===== config.mk =====
export PLATFORM = sky130hd
export DESIGN_NAME = multi_cycle_ctrl_flat
export DESIGN_NICKNAME = d
export VERILOG_FILES = /design/src/rtl/multi_cycle_ctrl_if.sv /design/src/rtl/multi_cycle_ctrl.sv /design/src/flat_wrapper.sv
export SDC_FILE = /design/constraint.sdc
export NUM_CORES = 1
export LEC_CHECK = 0
export BUFFER_PORTS_ARGS = -buffer_cell sky130_fd_sc_hd__buf_4
export CAP_MARGIN = 20
export CORE_MARGIN = 3
export CORE_UTILIZATION = 48
export DETAILED_ROUTE_END_ITERATION = 10
export PLACE_DENSITY = 0.73
export SKIP_CTS_REPAIR_TIMING = 1
export SLEW_MARGIN = 10
export SYNTH_ARGS = -nofsm -noshare
export SYNTH_HDL_FRONTEND = slang
export SYNTH_SLANG_ARGS = --single-unit

===== constraint.sdc =====
create_clock -name clk_i -period 2 [get_ports clk_i]
set_clock_uncertainty 0.2 [all_clocks]
set_input_delay 0.1 -clock clk_i [delete_from_list [all_inputs] [get_ports clk_i]]
set_output_delay 0.1 -clock clk_i [all_outputs]
set_load 0.05 [all_outputs]

===== src/rtl/multi_cycle_ctrl_if.sv =====
// Control bus between the multi-cycle sequencer and its datapath/memory.
//   master : the controller (drives strobes, observes opcode/flags/ready)
//   slave  : the datapath side (observes strobes, drives opcode/flags/ready)
// Signals
//   op_i         opcode IR[31:26]        zero_i      ALU zero flag
//   mem_ready_i  memory done this cycle  pc_write_o..alu_op_o  datapath selects/strobes
interface multi_cycle_ctrl_if;
   logic [5:0] op_i;
   logic       zero_i;
   logic       mem_ready_i;
   logic       pc_write_o;
   logic       pc_src_o;
   logic       ir_write_o;
   logic       iord_o;
   logic       mem_read_o;
   logic       mem_write_o;
   logic       reg_write_o;
   logic       reg_dst_o;
   logic       mem_to_reg_o;
   logic       alu_src_a_o;
   logic [1:0] alu_src_b_o;
   logic       extend_sel_o;
   logic [2:0] alu_op_o;

   modport master (
      input  op_i, zero_i, mem_ready_i,
      output pc_write_o, pc_src_o, ir_write_o, iord_o, mem_read_o, mem_write_o,
             reg_write_o, reg_dst_o, mem_to_reg_o, alu_src_a_o, alu_src_b_o,
             extend_sel_o, alu_op_o
   );

   modport slave (
      output op_i, zero_i, mem_ready_i,
      input  pc_write_o, pc_src_o, ir_write_o, iord_o, mem_read_o, mem_write_o,
             reg_write_o, reg_dst_o, mem_to_reg_o, alu_src_a_o, alu_src_b_o,
             extend_sel_o, alu_op_o
   );
endinterface


===== src/rtl/multi_cycle_ctrl.sv =====
// Sequencer for a multi-cycle MIPS-subset datapath. Each instruction walks
// FETCH -> DECODE -> (EXEC -> ALU_WB | ADDR -> MEM_RD -> LOAD_WB | ADDR -> MEM_WR
// | BRANCH) -> FETCH. Memory states wait on a variable-latency ready with an
// optional timeout; illegal opcodes and timeouts park the FSM in ERROR until reset.
// Ports
//   clk_i, rst_i   clock, synchronous active-high reset
//   bus            control bus (master side), see multi_cycle_ctrl_if
//   error_o        high while in ERROR
//   state_o        current state (debug)
//   retired_o      one-cycle pulse when an instruction completes
//   retire_cnt_o   retired-instruction count, wraps
module multi_cycle_ctrl #(
   parameter int TIMEOUT = 16,
   parameter int CNT_W   = 32
) (
   input  logic             clk_i,
   input  logic             rst_i,
   multi_cycle_ctrl_if.master bus,
   output logic             error_o,
   output logic [3:0]       state_o,
   output logic             retired_o,
   output logic [CNT_W-1:0] retire_cnt_o
);

   typedef enum logic [3:0] {
      S_FETCH   = 4'd0,
      S_DECODE  = 4'd1,
      S_EXEC    = 4'd2,
      S_ALU_WB  = 4'd3,
      S_ADDR    = 4'd4,
      S_MEM_RD  = 4'd5,
      S_MEM_WR  = 4'd6,
      S_LOAD_WB = 4'd7,
      S_BRANCH  = 4'd8,
      S_ERROR   = 4'd9
   } state_t;

   localparam logic [5:0] OP_R    = 6'b000000;
   localparam logic [5:0] OP_ADDI = 6'b001000;
   localparam logic [5:0] OP_SLTI = 6'b001010;
   localparam logic [5:0] OP_ORI  = 6'b001101;
   localparam logic [5:0] OP_LW   = 6'b100011;
   localparam logic [5:0] OP_SW   = 6'b101011;
   localparam logic [5:0] OP_BEQ  = 6'b000100;
   localparam logic [5:0] OP_BNE  = 6'b000101;

   localparam logic [2:0] ALU_ADD   = 3'b000;
   localparam logic [2:0] ALU_SUB   = 3'b001;
   localparam logic [2:0] ALU_FUNCT = 3'b010;
   localparam logic [2:0] ALU_SLT   = 3'b011;
   localparam logic [2:0] ALU_OR    = 3'b100;

   localparam logic [1:0] B_RT   = 2'b00;
   localparam logic [1:0] B_FOUR = 2'b01;
   localparam logic [1:0] B_IMM  = 2'b10;
   localparam logic [1:0] B_IMM4 = 2'b11;

   // Counter only has to reach TIMEOUT-1 (waits already seen before the
   // TIMEOUT-th cycle); with the timeout disabled it simply wraps.
   localparam int               WAIT_W    = (TIMEOUT > 2) ? $clog2(TIMEOUT) : 1;
   localparam logic [WAIT_W-1:0] LAST_WAIT = WAIT_W'((TIMEOUT == 0) ? 0 : TIMEOUT - 1);

   state_t            state, state_nxt;
   logic [5:0]        op_q;
   logic [WAIT_W-1:0] wait_cnt;
   logic              mem_state;
   logic              wait_expired;

   assign mem_state    = (state == S_FETCH) || (state == S_MEM_RD) || (state == S_MEM_WR);
   assign wait_expired = (TIMEOUT != 0) && (wait_cnt == LAST_WAIT) && !bus.mem_ready_i;

   assign error_o = (state == S_ERROR);
   assign state_o = state;

   always_ff @(posedge clk_i) begin
      if (rst_i) begin
         state        <= S_FETCH;
         wait_cnt     <= '0;
         retire_cnt_o <= '0;
         op_q         <= '0;
      end else begin
         state <= state_nxt;
         if (state == S_DECODE)
            op_q <= bus.op_i;
         // Any state change clears the counter, which covers entry into
         // each waiting state.
         if (state_nxt != state)
            wait_cnt <= '0;
         else if (mem_state && !bus.mem_ready_i)
            wait_cnt <= wait_cnt + WAIT_W'(1);
         if (retired_o)
            retire_cnt_o <= retire_cnt_o + CNT_W'(1);
      end
   end

   always_comb begin
      state_nxt        = state;
      retired_o        = 1'b0;
      bus.pc_write_o   = 1'b0;
      bus.pc_src_o     = 1'b0;
      bus.ir_write_o   = 1'b0;
      bus.iord_o       = 1'b0;
      bus.mem_read_o   = 1'b0;
      bus.mem_write_o  = 1'b0;
      bus.reg_write_o  = 1'b0;
      bus.reg_dst_o    = 1'b0;
      bus.mem_to_reg_o = 1'b0;
      bus.alu_src_a_o  = 1'b0;
      bus.alu_src_b_o  = B_RT;
      bus.extend_sel_o = 1'b0;
      bus.alu_op_o     = ALU_ADD;
      // Under reset every strobe stays low; the register block forces FETCH.
      if (!rst_i) begin
         unique case (state)
            S_FETCH: begin
               bus.mem_read_o  = 1'b1;
               bus.alu_src_b_o = B_FOUR;
               if (bus.mem_ready_i) begin
                  bus.ir_write_o = 1'b1;
                  bus.pc_write_o = 1'b1;
                  state_nxt      = S_DECODE;
               end else if (wait_expired) begin
                  state_nxt = S_ERROR;
               end
            end
            S_DECODE: begin
               // Branch target precomputed into ALUOut.
               bus.alu_src_b_o = B_IMM4;
               case (bus.op_i)
                  OP_R, OP_ADDI, OP_SLTI, OP_ORI: state_nxt = S_EXEC;
                  OP_LW, OP_SW:                   state_nxt = S_ADDR;
                  OP_BEQ, OP_BNE:                 state_nxt = S_BRANCH;
                  default:                        state_nxt = S_ERROR;
               endcase
            end
            S_EXEC: begin
               bus.alu_src_a_o = 1'b1;
               case (op_q)
                  OP_R: begin
                     bus.alu_src_b_o = B_RT;
                     bus.alu_op_o    = ALU_FUNCT;
                  end
                  OP_ADDI: bus.alu_src_b_o = B_IMM;
                  OP_SLTI: begin
                     bus.alu_src_b_o = B_IMM;
                     bus.alu_op_o    = ALU_SLT;
                  end
                  OP_ORI: begin
                     bus.alu_src_b_o  = B_IMM;
                     bus.alu_op_o     = ALU_OR;
                     bus.extend_sel_o = 1'b1;
                  end
                  default: ;
               endcase
               state_nxt = S_ALU_WB;
            end
            S_ALU_WB: begin
               bus.reg_write_o = 1'b1;
               bus.reg_dst_o   = (op_q == OP_R);
               retired_o       = 1'b1;
               state_nxt       = S_FETCH;
            end
            S_ADDR: begin
               bus.alu_src_a_o = 1'b1;
               bus.alu_src_b_o = B_IMM;
               state_nxt       = (op_q == OP_SW) ? S_MEM_WR : S_MEM_RD;
            end
            S_MEM_RD: begin
               bus.mem_read_o = 1'b1;
               bus.iord_o     = 1'b1;
               if (bus.mem_ready_i)
                  state_nxt = S_LOAD_WB;
               else if (wait_expired)
                  state_nxt = S_ERROR;
            end
            S_MEM_WR: begin
               bus.mem_write_o = 1'b1;
               bus.iord_o      = 1'b1;
               if (bus.mem_ready_i) begin
                  retired_o = 1'b1;
                  state_nxt = S_FETCH;
               end else if (wait_expired) begin
                  state_nxt = S_ERROR;
               end
            end
            S_LOAD_WB: begin
               bus.reg_write_o  = 1'b1;
               bus.mem_to_reg_o = 1'b1;
               retired_o        = 1'b1;
               state_nxt        = S_FETCH;
            end
            S_BRANCH: begin
               bus.alu_src_a_o = 1'b1;
               bus.alu_op_o    = ALU_SUB;
               bus.pc_src_o    = 1'b1;
               bus.pc_write_o  = ((op_q == OP_BEQ) &&  bus.zero_i) ||
                                 ((op_q == OP_BNE) && !bus.zero_i);
               retired_o       = 1'b1;
               state_nxt       = S_FETCH;
            end
            default: state_nxt = S_ERROR;   // ERROR holds; unused codes fall into it
         endcase
      end
   end

endmodule

===== src/flat_wrapper.sv =====
// flat-port wrapper written by rule: the top's interface ports become plain ports
module multi_cycle_ctrl_flat 
#(
   parameter int TIMEOUT = 16,
   parameter int CNT_W   = 32
)
  (clk_i, rst_i, error_o, state_o, retired_o, retire_cnt_o, bus_op_i, bus_zero_i, bus_mem_ready_i, bus_pc_write_o, bus_pc_src_o, bus_ir_write_o, bus_iord_o, bus_mem_read_o, bus_mem_write_o, bus_reg_write_o, bus_reg_dst_o, bus_mem_to_reg_o, bus_alu_src_a_o, bus_alu_src_b_o, bus_extend_sel_o, bus_alu_op_o);
  multi_cycle_ctrl_if bus_i ();
  input  logic clk_i;
  input  logic rst_i;
  output logic error_o;
  output logic [3:0] state_o;
  output logic retired_o;
  output logic [CNT_W-1:0] retire_cnt_o;
  input wire logic [$bits(bus_i.op_i)-1:0] bus_op_i;
  input wire logic [$bits(bus_i.zero_i)-1:0] bus_zero_i;
  input wire logic [$bits(bus_i.mem_ready_i)-1:0] bus_mem_ready_i;
  output wire logic [$bits(bus_i.pc_write_o)-1:0] bus_pc_write_o;
  output wire logic [$bits(bus_i.pc_src_o)-1:0] bus_pc_src_o;
  output wire logic [$bits(bus_i.ir_write_o)-1:0] bus_ir_write_o;
  output wire logic [$bits(bus_i.iord_o)-1:0] bus_iord_o;
  output wire logic [$bits(bus_i.mem_read_o)-1:0] bus_mem_read_o;
  output wire logic [$bits(bus_i.mem_write_o)-1:0] bus_mem_write_o;
  output wire logic [$bits(bus_i.reg_write_o)-1:0] bus_reg_write_o;
  output wire logic [$bits(bus_i.reg_dst_o)-1:0] bus_reg_dst_o;
  output wire logic [$bits(bus_i.mem_to_reg_o)-1:0] bus_mem_to_reg_o;
  output wire logic [$bits(bus_i.alu_src_a_o)-1:0] bus_alu_src_a_o;
  output wire logic [$bits(bus_i.alu_src_b_o)-1:0] bus_alu_src_b_o;
  output wire logic [$bits(bus_i.extend_sel_o)-1:0] bus_extend_sel_o;
  output wire logic [$bits(bus_i.alu_op_o)-1:0] bus_alu_op_o;
  assign bus_i.op_i = bus_op_i;
  assign bus_i.zero_i = bus_zero_i;
  assign bus_i.mem_ready_i = bus_mem_ready_i;
  assign bus_pc_write_o = bus_i.pc_write_o;
  assign bus_pc_src_o = bus_i.pc_src_o;
  assign bus_ir_write_o = bus_i.ir_write_o;
  assign bus_iord_o = bus_i.iord_o;
  assign bus_mem_read_o = bus_i.mem_read_o;
  assign bus_mem_write_o = bus_i.mem_write_o;
  assign bus_reg_write_o = bus_i.reg_write_o;
  assign bus_reg_dst_o = bus_i.reg_dst_o;
  assign bus_mem_to_reg_o = bus_i.mem_to_reg_o;
  assign bus_alu_src_a_o = bus_i.alu_src_a_o;
  assign bus_alu_src_b_o = bus_i.alu_src_b_o;
  assign bus_extend_sel_o = bus_i.extend_sel_o;
  assign bus_alu_op_o = bus_i.alu_op_o;
  multi_cycle_ctrl #(.TIMEOUT(TIMEOUT), .CNT_W(CNT_W)) u_core (.clk_i(clk_i), .rst_i(rst_i), .bus(bus_i), .error_o(error_o), .state_o(state_o), .retired_o(retired_o), .retire_cnt_o(retire_cnt_o));
endmodule

Word-level counts from Yosys, hierarchy flattened
Cells that the tools add are included.
{ "totals": {"reg_bits": 46, "latchBits": 0, "mem_bits_rw": 0, "rom_bits": 0, "input_bits": 10, "output_inout_bits": 54, "wordCells": 92, "n_memories": 0} }
{ "op_classes": {"add_sub_neg": 2, "n_mul": 0, "div_mod_pow": 0, "magnitude_cmp": 0, "eq_ne": 24, "n_shift": 0, "n_mux": 40, "bitwise": 0, "reduce_logical": 22} }
{ "op_table": {"columns": ["operator", "n"], "rows": [
  ["$eq A6 B4 Y1 const B", 6],
  ["$add A32 B1 Y32 const B", 1],
  ["$pmux W4 S7", 1],
  ["$eq A6 B3 Y1 const B", 4],
  ["$mux W1", 24],
  ["$mux W4", 5],
  ["$eq A6 B6 Y1 const B", 3],
  ["$eq A4 B3 Y1 const B", 4],
  ["$eq A4 B4 Y1 const B", 3],
  ["$logic_not A6 Y1", 2],
  ["$pmux W4 S3", 1],
  ["$reduce_or A2 Y1", 6],
  ["$pmux W3 S3", 1],
  ["$reduce_or A3 Y1", 3],
  ["$eq A4 B2 Y1 const B", 2],
  ["$pmux W2 S4", 1],
  ["$mux W2", 3],
  ["$pmux W3 S2", 1],
  ["$add A4 B1 Y4 const B", 1],
  ["$eq A4 B1 Y1 const B", 1],
  ["$logic_and A1 B1 Y1", 4],
  ["$logic_not A4 Y1", 1],
  ["$ne A4 B4 Y1", 1],
  ["$pmux W1 S2", 2],
  ["other kinds (4)", 7]
]} }

Logic depth before layout (Yosys ltp)
Gate-level depths: netlist (run 1).
{ "logic_depth": {"depth_word": 8, "depth_mapped": 9, "ltp_nobuf": 7} }

Worst setup path after synthesis (run 1)
No wires, ideal clock.
{ "synth_path": {"path_type": "reg2out", "startpoint": "register u_core.state[3], in the netlist u_core.state_o[3]", "endpoint": "output bus_pc_write_o", "t_arrival_ns": 2.881, "required_time_ns": 1.700, "slack_ns": -1.181, "stages_incl_launch_ff": 5, "n_path_buf": 1, "cell_sequence": "dfxtp_1 -> clkbuf_1 -> inv_1 -> nor3_1 -> a41o_1"} }
{ "synth_between": {"elab_chain_len": 3, "word_cells_on_any_way": 4, "cone_classes": "eq/ne (1); mux (2); reduce/logical (1)"} }
{ "synth_rtl": {"columns": ["element", "line", "source"], "rows": [
  ["start: declaration", "multi_cycle_ctrl.sv:63", "state_t state, state_nxt;"],
  ["start signal: assignment", "multi_cycle_ctrl.sv:82", "state <= state_nxt;"],
  ["$eq A4 B4 Y1 or $logic_not A4 Y1 (tied branches)", "multi_cycle_ctrl.sv:114", "unique case (state)"],
  ["$pmux W1 S2 *", "multi_cycle_ctrl.sv:114", null],
  ["$mux W1 *", "multi_cycle_ctrl.sv:113", "if (!rst_i) begin"],
  ["end: declaration", "flat_wrapper.sv:18", "output wire logic [$bits(bus_i.pc_write_o)-1:0] bus_pc_write_o;"]
]} }
Mark *: on every way between the ends. The rest lies on a longest branch, timed or not.

Worst setup path in the final report (run 1)
{ "layout_path": {"startpoint": "register u_core.wait_cnt[1]", "endpoint": "register u_core.wait_cnt[2]"} }
{ "layout_between": {"elab_chain_len": 8, "word_cells_on_any_way": 11, "cone_classes": "add/sub (1); eq/ne (2); mux (6); reduce/logical (2)"} }
{ "layout_rtl": {"columns": ["element", "line", "source"], "rows": [
  ["start: declaration", "multi_cycle_ctrl.sv:65", "logic [WAIT_W-1:0] wait_cnt;"],
  ["start signal: assignment", "multi_cycle_ctrl.sv:90", "wait_cnt <= wait_cnt + WAIT_W'(1);"],
  ["$eq A4 B4 Y1", "multi_cycle_ctrl.sv:70", "assign wait_expired = (TIMEOUT != 0) && (wait_cnt == LAST_WAIT) && !bus.mem_ready_i;"],
  ["$logic_and A1 B1 Y1", "multi_cycle_ctrl.sv:70", null],
  ["$mux W4", "multi_cycle_ctrl.sv:122, multi_cycle_ctrl.sv:173, multi_cycle_ctrl.sv:182", null],
  ["$mux W4, on equally long branches", "multi_cycle_ctrl.sv:179, multi_cycle_ctrl.sv:118, multi_cycle_ctrl.sv:171", null],
  ["$pmux W4 S7", "multi_cycle_ctrl.sv:114", null],
  ["$mux W4", "multi_cycle_ctrl.sv:113", null],
  ["$ne A4 B4 Y1", "multi_cycle_ctrl.sv:87", "if (state_nxt != state)"],
  ["$reduce_or A2 Y1 (no line)", null, null]
]} }
Several ways; a longest one is shown, not always the timed one.
A chain may end at the register's enable or synchronous reset.

==> results of run 1 <==
[layout make-up]
class	instances	area (sq um)
Multi-Input combinational cell	271	1933
Timing Repair Buffer	133	1112
Fill cell	345	993.5
Sequential cell	46	950.9
Clock buffer	7	107.6
Tap cell	70	87.58
Clock inverter	1	30.03
Inverter	4	22.52
[power by group through the flow]
stage / registers, mW / clock network, mW / logic [mW]
6_report: 1.03 / 0.802 / 1.27
5_1_grt: 1.03 / 0.852 / 1.36
4_1_cts: 1.01 / 0.812 / 1.09
3_5_place_dp: 1.03 / 0 / 1.08
3_3_place_gp: 1.03 / 0 / 1.07
2_1_floorplan: 1.09 / 0 / 0.671
[kinds of logic after synthesis]
kind of cell,after synthesis
simple gates,177
fa+ha+maj,2
mux,2
flops,46
buf+inv,24
xor+xnor,30
compound gates,60
[synthesized netlist by cell type, drive strengths merged (3+ instances only)]
cell type	instances	share of area [%]
or2	3	0.70
nor3	16	3.2
inv	4	0.56
o21ai	17	3.2
buf	8	2.2
nand4	9	2.1
clkbuf	12	1.7
nor2	41	5.8
a211oi	3	0.85
a21oi	21	3.9
xnor2	8	2.6
nand3	11	2.1
xor2	22	7.2
and3	11	2.6
nand2	39	5.5
and4	7	2.3
and2	3	0.70
nand2b	5	1.5
dfxtp	46	35
nor4	7	1.6
or3	11	2.8
nor2b	6	1.4
a41o	3	1.1
[flip-flops by register name, summed over array words and instances, names as in the netlist]
register,count
u_core.retire_cnt_o,32
u_core.state_o,4
u_core.wait_cnt,4
u_core.op_q,6
[stage by stage]
stage	hold WS, ns	power, mW	setup slack (ns)	setup TNS [ns]
6_report	0.01420	3.102	-0.1399	-0.6617
5_1_grt	0.04230	3.240	-0.2464	-2.324
4_1_cts	-0.1449	2.910	-0.2135	-1.936
3_5_place_dp	0.1774	2.114	-0.1804	-0.8193
3_3_place_gp	0.1728	2.097	-0.08419	-0.3308
2_1_floorplan	0.03597	1.759	-0.2042	-3.436
[worst min-delay path, stage by stage]
cell and delay [ns]:
buf_4 0.16, o21bai_1 0.14, a21oi_1 0.08
[metal layers]
layer | global-route usage (%) | part of all wire [%]
met2 | 41.64 | 52
met3 | 3.700 | 4.5
met1 | 29.43 | 42
met5 | 0 | 0
met4 | 6.926 | 1.6
[worst paths after layout]
kind                                           end  slack (ns)  depth (start not counted)
worst max register to register  u_core.wait_cnt[2]       -0.14                          7
worst min-delay path             u_core.state_o[1]        0.01                          3
worst max-delay path            u_core.wait_cnt[2]       -0.14                          7
worst min register to register      u_core.op_q[4]        0.30                          2
==> summary.md, run 1 <==
| Metric | Value |
|---|---|
| HP Start | bus_mem_ready_i |
| Final Core Density | 81.03% |
| Final Hold Viols | 0 |
| Sequential share of power | 33.0% |
| Post-route cell area | 0.004244 sq mm |
| Switching portion of total power | 35.26% |
| Final Setup Violations | 10 |
| Crit. Startpoint | u_core.wait_cnt[1] |
| Worst Setup End Kind | register |
| Final min period | 2.140 ns |
| Crit Path Category | register to register |
| CP max FO | 4 |
| I/O Buffers | 63 |
| Psw | 1.094 mW |
| Starting DRT DRC Count | 171 |
| Final WS setup | -0.1399 ns |
| Top_reg_cell synth | dfxtp_1 |
| Worst stage delay on the critical path | 0.36 ns |
| Max-slew violations | 0 |
| Critical-path top delay cell | o311a_4 |
| WL final | 8194 um |
| Slew @ Worst Pin | 0.3823 ns |
| Drt drc | 0 |
| Clk sinks | 46 |
| Highest-count cells in the layout ignoring fill and taps | 110 x buf_4, 39 x nor2_1, 36 x nand2_1 |
| Final worst path period share | 107.0% |
| Antenna violations before repair | 0 |
| Max_slew headroom | 74.42% |
| Synth cell types | 51 |
| Yosys warnings | 0 |
| Area delta synth->final | 59.40% |
| Crit path required time | 2.00 ns |
| First-pass GRT wire length | 12300 um |
| XOR/XNOR share of the synthesized area | 9.868% |
| CP cell instances | ha_4 > and3_4 > buf_4 > o21ai_1 > a41oi_1 > o311a_4 > nor4_1 |
| Comb pwr share | 41.1% |
| Die area | 0.006477 sq mm |
| Total CTS buffers | 5 |
| Max_cap viols | 0 |
| # nets final | 473 |
| Worst Path Arrival | 2.13 ns |
| Site row count | 26 |
| Register bit count reported by yosys | 46 |
| # diodes | 0 |
| Sequential share of the synthesized area | 34.59% |
| Placed Instances | 504 |
| Placed cell area | 0.003652 sq mm |
| Initial Util | 50.84% |
| Worst path top cell family by delay | compound AO/OA/AOI/OAI gates |
| CTS tree | built |
| Final cell count without fillers | 532 |
| Mux cell area share after synthesis | 0.7519% |
| Die width | 80.48 um |
| Worst-path clk slew | 0.08 ns |
| CORE AREA | 0.005238 sq mm |
| Via count | 2981 |
| GP Congestion | 0.8796 |
| PD cells | 731.0 mW/mm^2 |
| Status | finished, violations left |
| I/O pin count | 64 |
| Mapped Nets | 353 |
| Failing checks | setup timing |
| Gr ovfl total | 0 |
| CTS Buffer Depth | 2 |
| Post-synthesis compound-gate area fraction | 14.57% |
| Worst skew pair latency | 0.30 ns |
| Die H | 80.48 um |
| GRT Total Usage | 23.61% |
| Final ANT Viol Nets | 0 |
| Internal | 2.008 mW |
| R2r startpoint | u_core.wait_cnt[1] |
| Share of cells above drive strength 1 | 45.67% |
| Post-DR wirelength/cell | 15.40 um |
| Min-Delay Path Class | primary input to register |
| RSZ-0062 raised after global routing | true |
| Peak supply drop | 0.5822 mV |
| Via density per instance | 5.603 |
| Clock root buffer | clkbuf_8 |
| Leak | 1.753 nW |
| Most common cell after layout, fill and taps aside | buf_4 |
| Buf+Inv Stages, Crit Path | 1 |
| Post-Synth Simple-Gate Area | 34.87% |
| Post-synth EDFFs | 0 |
| CP Launch Type | register |
| Cells after Synth | 341 |
| Number of global-route vias before repair | 2661 |
| Syn Area/Cell | 7.808 sq um |
| H-Tree Level Count | 2 |
| Largest net degree at the start of global routing | 27 |
| Post-Syn Area | 0.002663 sq mm |
| Adder-Cell Fraction of Synth Area | 0.9398% |
| Largest family of logic cells by synthesized area | simple AND/OR/NAND/NOR gates |
| Peak Freq | 467.3 MHz |
| DPL Wire Length | 5519 um |
| DR pass1 iterations | 4 |
| Clock share of power | 25.9% |
| Synth async-reset ratio | 0% |
Note: power is estimated with default switching activity, not from simulation.
==> run 2: changes to the inputs <==
PLACE_DENSITY = 0.76   (was 0.73)
==> run 2 against run 1 <==
Net effect: power is 4.7% lower; critical path type unchanged; first-iteration DRC count fell by 16%; the run still ends with setup timing left; register-to-register slack hardly changed; fmax fell by 0.36%; setup slack worse by 0.0077 ns.
==> summary.md, run 2 (same netlist as run 1, synthesis figures left out) <==
| Metric | Value |
|---|---|
| Status | finished, violations left |
| Failing checks | setup timing |
| Crit Path Category | register to register |
| PD cells | 710.1 mW/mm^2 (-2.9%) |
| Area delta synth->final | 56.34% |
| Reg with most FFs | u_core.retire_cnt_o |
| Final worst path period share | 107.4% (+0.39 points) |
| # diodes | 0 (unchanged) |
| RSZ-0062 raised after global routing | true |
| Gr ovfl total | 0 (unchanged) |
| DPL Wire Length | 5428 um (-1.7%) |
| Placed cell area | 0.003630 sq mm (-0.62%) |
| CTS Buffer Depth | 2 (unchanged) |
| Die width | 80.48 um (unchanged) |
| CP Launch Type | register |
| Antenna violations before repair | 0 (unchanged) |
| Total CTS buffers | 5 (unchanged) |
| Via density per instance | 5.574 (-0.52%) |
| Crit path required time | 2.00 ns (about the same) |
| # nets final | 467 (-1.3%) |
| CP max FO | 7 (+3) |
| I/O Buffers | 63 (unchanged) |
| Clock root buffer | clkbuf_8 |
| Worst Path Arrival | 2.14 ns (about the same) |
| Drt drc | 0 (unchanged) |
| Clk sinks | 46 (unchanged) |
| Worst skew pair latency | 0.30 ns (about the same) |
| Most common cell after layout, fill and taps aside | buf_4 |
| Fill cells | 347 (+0.58%) |
| Post-route cell area | 0.004163 sq mm (-1.9%) |
| Max_cap viols | 0 (unchanged) |
| First-pass GRT wire length | 11870 um (-3.5%) |
| DR pass1 iterations | 4 (unchanged) |
| Final ANT Viol Nets | 0 (unchanged) |
| CTS tree | built |
| Die H | 80.48 um (unchanged) |
| Max-slew violations | 0 (unchanged) |
| Final Setup Violations | 10 (unchanged) |
| Initial Util | 50.84% (unchanged) |
| Biggest regs | u_core.retire_cnt_o (32), u_core.op_q (6) |
| Max FFs per register | 32 (unchanged) |
| Final WS setup | -0.1476 ns (-0.007730 ns) |
| Max_slew headroom | 60.80% (-14 points) |
| CORE AREA | 0.005238 sq mm (unchanged) |
| Slew @ Worst Pin | 0.5854 ns (+0.2031 ns) |
| GP Congestion | 0.9187 (+4.4%) |
| Number of global-route vias before repair | 2668 (+0.26%) |
| Min-Delay Path Class | primary input to register |
| Final Hold Viols | 0 (unchanged) |
| Leak | 1.715 nW (-2.1%) |
| WL final | 7934 um (-3.2%) |
| Post-DR wirelength/cell | 15.08 um (-2.1%) |
| Peak Freq | 465.6 MHz (-0.36%) |
| Total negative slack | -0.8503 ns (-0.1886 ns) |
| Largest net degree at the start of global routing | 20 (-26%) |
| Starting DRT DRC Count | 143 (-16%) |
| Site row count | 26 (unchanged) |
| Highest-count cells in the layout ignoring fill and taps | 102 x buf_4, 39 x nor2_1, 36 x nand2_1 |
| H-Tree Level Count | 2 (unchanged) |
| Peak supply drop | 0.5427 mV (-6.8%) |
| Final Core Density | 79.48% (-1.6 points) |
| Via count | 2932 (-1.6%) |
| Final min period | 2.148 ns (+0.007730 ns) |
| Worst Setup End Kind | register |
| GRT Total Usage | 22.73% (-0.88 points) |
| I/O pin count | 64 (unchanged) |
| Share of cells above drive strength 1 | 44.52% (-1.2 points) |
| Die area | 0.006477 sq mm (unchanged) |
| Worst-path clk slew | 0.08 ns (about the same) |
-- run 2: cell types whose count changed in the layout (fill, tap and decap cells not counted), sizes merged --
cell / delta
buf: -6
dlygate4sd3: -1
inv: +3
clkinvlp: -2
-- run 2: cell type report --
class,instances,area (sq um),share of cell area [%]
multi-input combinational,271,1938,46.56
tap,70,87.58,2.104
sequential,46,957.2,22.99
timing repair buffer,127,1054,25.31
inverter,4,17.52,0.4208
clock buffer,6,72.57,1.743
clock inverter,2,36.28,0.8717
-- run 2: critical path, cell delays in order, from the launching register on --
cell and delay [ns]:
dfxtp_4 0.38, xor2_1 0.18, o31a_1 0.29, or3_1 0.37, a211oi_2 0.28, o21ai_2 0.13
nor4_1 0.24
-- run 2: layer usage --
layer	routed length [um]	share of wire [%]	track usage, %	vias to the layer above
met3	411	5.2	3.475	12
met5	0	0	0	-
met4	127	1.6	8.784	0
met2	4017	51	39.82	90
met1	3378	43	27.74	1377
li1	-	-	-	1453
-- run 2: metrics by stage --
step / std cells / total power, mW / setup WS, ns / hold slack, ns
after CTS: 509 / 2.801 / -0.1990 / -0.1339
final: 526 / 2.956 / -0.1476 / 0.04984
after global routing: 526 / 3.086 / -0.2132 / 0.05418
after detailed placement: 501 / 2.117 / -0.1637 / 0.1871
after global placement: 501 / 2.098 / -0.09569 / 0.1702
after floorplan: 341 / 1.759 / -0.2042 / 0.03597
-- run 2: worst paths after layout --
path | cells after the start | slack (ns) | from | to
worst max-delay path | 6 | -0.15 | u_core.state_o[1] | u_core.wait_cnt[1]
worst min-delay path | 3 | 0.05 | bus_mem_ready_i | u_core.state_o[1]
worst max register to register | 6 | -0.15 | u_core.state_o[1] | u_core.wait_cnt[1]
worst min register to register | 2 | 0.30 | u_core.op_q[2] | u_core.op_q[2]
-- run 2: report_power, final --
part	internal [mW]	switching, mW	leakage [nW]	total (mW)
clock	0.374	0.323	0.0557	0.698
sequential	0.958	0.0654	0.382	1.02
combinational	0.533	0.703	1.28	1.24
==> run 3: changes to the inputs <==
PLACE_DENSITY = 0.78   (was 0.76)
==> run 3 against run 2 <==
Net effect: the run still ends with setup timing left; critical path type unchanged; core utilization down 1.2 points; largest power group unchanged; via count increased by 2.3%; power is 2.8% lower; die area stayed put; sequential share of layout area grew 0.31 points; routed wire length up 3.1%; setup slack improved by 0.013 ns; first-iteration DRC count grew 58%.
==> summary.md, run 3 (same netlist as run 1, synthesis figures left out) <==
| Metric | Value |
|---|---|
| Status | finished, violations left |
| Failing checks | setup timing |
| Placed cell area | 0.003595 sq mm (-0.97%) |
| Worst-path clk slew | 0.09 ns (about the same) |
| Crit Path Category | register to register |
| CTS Buffer Depth | 2 (unchanged) |
| Peak Freq | 468.4 MHz (+0.59%) |
| Pwr Total | 2.873 mW (-2.8%) |
| # nets final | 466 (-0.21%) |
| Final WS setup | -0.1351 ns (+0.01250 ns) |
| I/O pin count | 64 (unchanged) |
| WL met2 | 4318 um (+7.5%) |
| Slew @ Worst Pin | 0.7242 ns (+0.1388 ns) |
| Clk sinks | 46 (unchanged) |
| Uppermost routed layer | met4 |
| Post-route cell area | 0.004101 sq mm (-1.5%) |
| Total CTS buffers | 5 (unchanged) |
| Initial Util | 50.84% (unchanged) |
| Site row count | 26 (unchanged) |
| Peak supply drop | 0.5126 mV (-5.5%) |
| Fill cells | 373 (+7.5%) |
| Multi-input logic area | 0.001901 sq mm (-1.9%) |
| CP max FO | 3 (-4) |
| Biggest regs | u_core.retire_cnt_o (32), u_core.op_q (6) |
| Hold_ws | 0.05314 ns (+0.003295 ns) |
| Share of cells above drive strength 1 | 43.52% (-1.0 points) |
| Die width | 80.48 um (unchanged) |
| Largest net degree at the start of global routing | 25 (+25%) |
| Final cell count without fillers | 525 (-0.19%) |
| CORE AREA | 0.005238 sq mm (unchanged) |
| Reg with most FFs | u_core.retire_cnt_o |
| Final Setup Violations | 15 (+5) |
| CP Launch Type | register |
| DPL Wire Length | 5465 um (+0.70%) |
| PD cells | 700.5 mW/mm^2 (-1.4%) |
| Max_slew headroom | 51.56% (-9.2 points) |
| RSZ-0062 raised after global routing | true |
| Clock root buffer | clkbuf_8 |
| Final ANT Viol Nets | 0 (unchanged) |
| Min-Delay Path Class | primary input to register |
| WL final | 8177 um (+3.1%) |
| Worst Setup End Kind | register |
| Number of global-route vias before repair | 2721 (+2.0%) |
| Post-DR wirelength/cell | 15.58 um (+3.3%) |
| I/O Buffers | 63 (unchanged) |
| Final worst path period share | 106.8% (-0.63 points) |
| Die area | 0.006477 sq mm (unchanged) |
| Routed met3 length | 506 um (+23%) |
| Leak | 1.679 nW (-2.1%) |
| Drt drc | 0 (unchanged) |
| Final Hold Viols | 0 (unchanged) |
| DR pass1 iterations | 4 (unchanged) |
| Via density per instance | 5.714 (+2.5%) |
| Die H | 80.48 um (unchanged) |
| Crit path required time | 2.01 ns (about the same) |
| Max FFs per register | 32 (unchanged) |
| Starting DRT DRC Count | 226 (+58%) |
| # diodes | 0 (unchanged) |
| Metal1 wirelength | 3169 um (-6.2%) |
| Highest-count cells in the layout ignoring fill and taps | 103 x buf_4, 39 x nor2_1, 36 x nand2_1 |
| GRT Total Usage | 22.87% (+0.14 points) |
| Via count | 3000 (+2.3%) |
| Total negative slack | -1.042 ns (-0.1921 ns) |
| GP Congestion | 0.9197 (+0.11%) |
| Placed Instances | 498 (-0.60%) |
| Antenna violations before repair | 0 (unchanged) |
| Max-slew violations | 0 (unchanged) |
| Worst Path Arrival | 2.15 ns (about the same) |
| Max_cap viols | 0 (unchanged) |
| H-Tree Level Count | 2 (unchanged) |
| First-pass GRT wire length | 11900 um (+0.23%) |
| Most common cell after layout, fill and taps aside | buf_4 |
| Gr ovfl total | 0 (unchanged) |
| Worst skew pair latency | 0.30 ns (about the same) |
| Area delta synth->final | 54.04% |
| CTS tree | built |
| Register area | 955.9 sq um (-0.13%) |
| Final min period | 2.135 ns (-0.01250 ns) |
[run 3: stage by stage]
step | setup slack, ns | utilization, %
after floorplan | -0.2042 | -
after global placement | -0.1364 | 68.63
after detailed placement | -0.2106 | 68.63
after CTS | -0.2391 | 70.38
after global routing | -0.2498 | 78.31
final | -0.1351 | 78.31
[run 3: worst max-delay path: stages, from the launching register on]
cell	delay, ns
dfxtp_4	0.37
ha_4	0.16
and3_4	0.18
nor2b_4	0.13
or3_1	0.39
a211oi_2	0.29
buf_4	0.15
nor2_1	0.03
nor4_1	0.15
[run 3: worst paths after layout]
path	start	endpoint	slack [ns]	depth (start not counted)
worst max-delay path	u_core.wait_cnt[0]	u_core.wait_cnt[3]	-0.14	8
worst min-delay path	bus_mem_ready_i	u_core.state_o[1]	0.05	3
worst max register to register	u_core.wait_cnt[0]	u_core.wait_cnt[3]	-0.14	8
worst min register to register	u_core.op_q[2]	u_core.op_q[2]	0.32	2
[run 3: layer usage]
metal	GRT usage [%]	vias to the layer above
li1	-	1442
met1	26.42	1425
met2	41.39	116
met3	4.036	17
met4	8.953	0
met5	0	-
[run 3: power by group]
group	internal [mW]	total (mW)	switching [mW]
Combinational	0.551	1.26	0.714
Sequential	0.958	1.02	0.0609
Clock	0.279	0.589	0.310
[run 3: area by class of cell]
type / count / share of cell area (%)
tap: 70 / 2.135
multi-input combinational: 271 / 46.34
inverter: 4 / 0.5491
clock inverter: 1 / 0.1220
clock buffer: 7 / 2.105
sequential: 46 / 23.31
timing repair buffer: 126 / 25.44
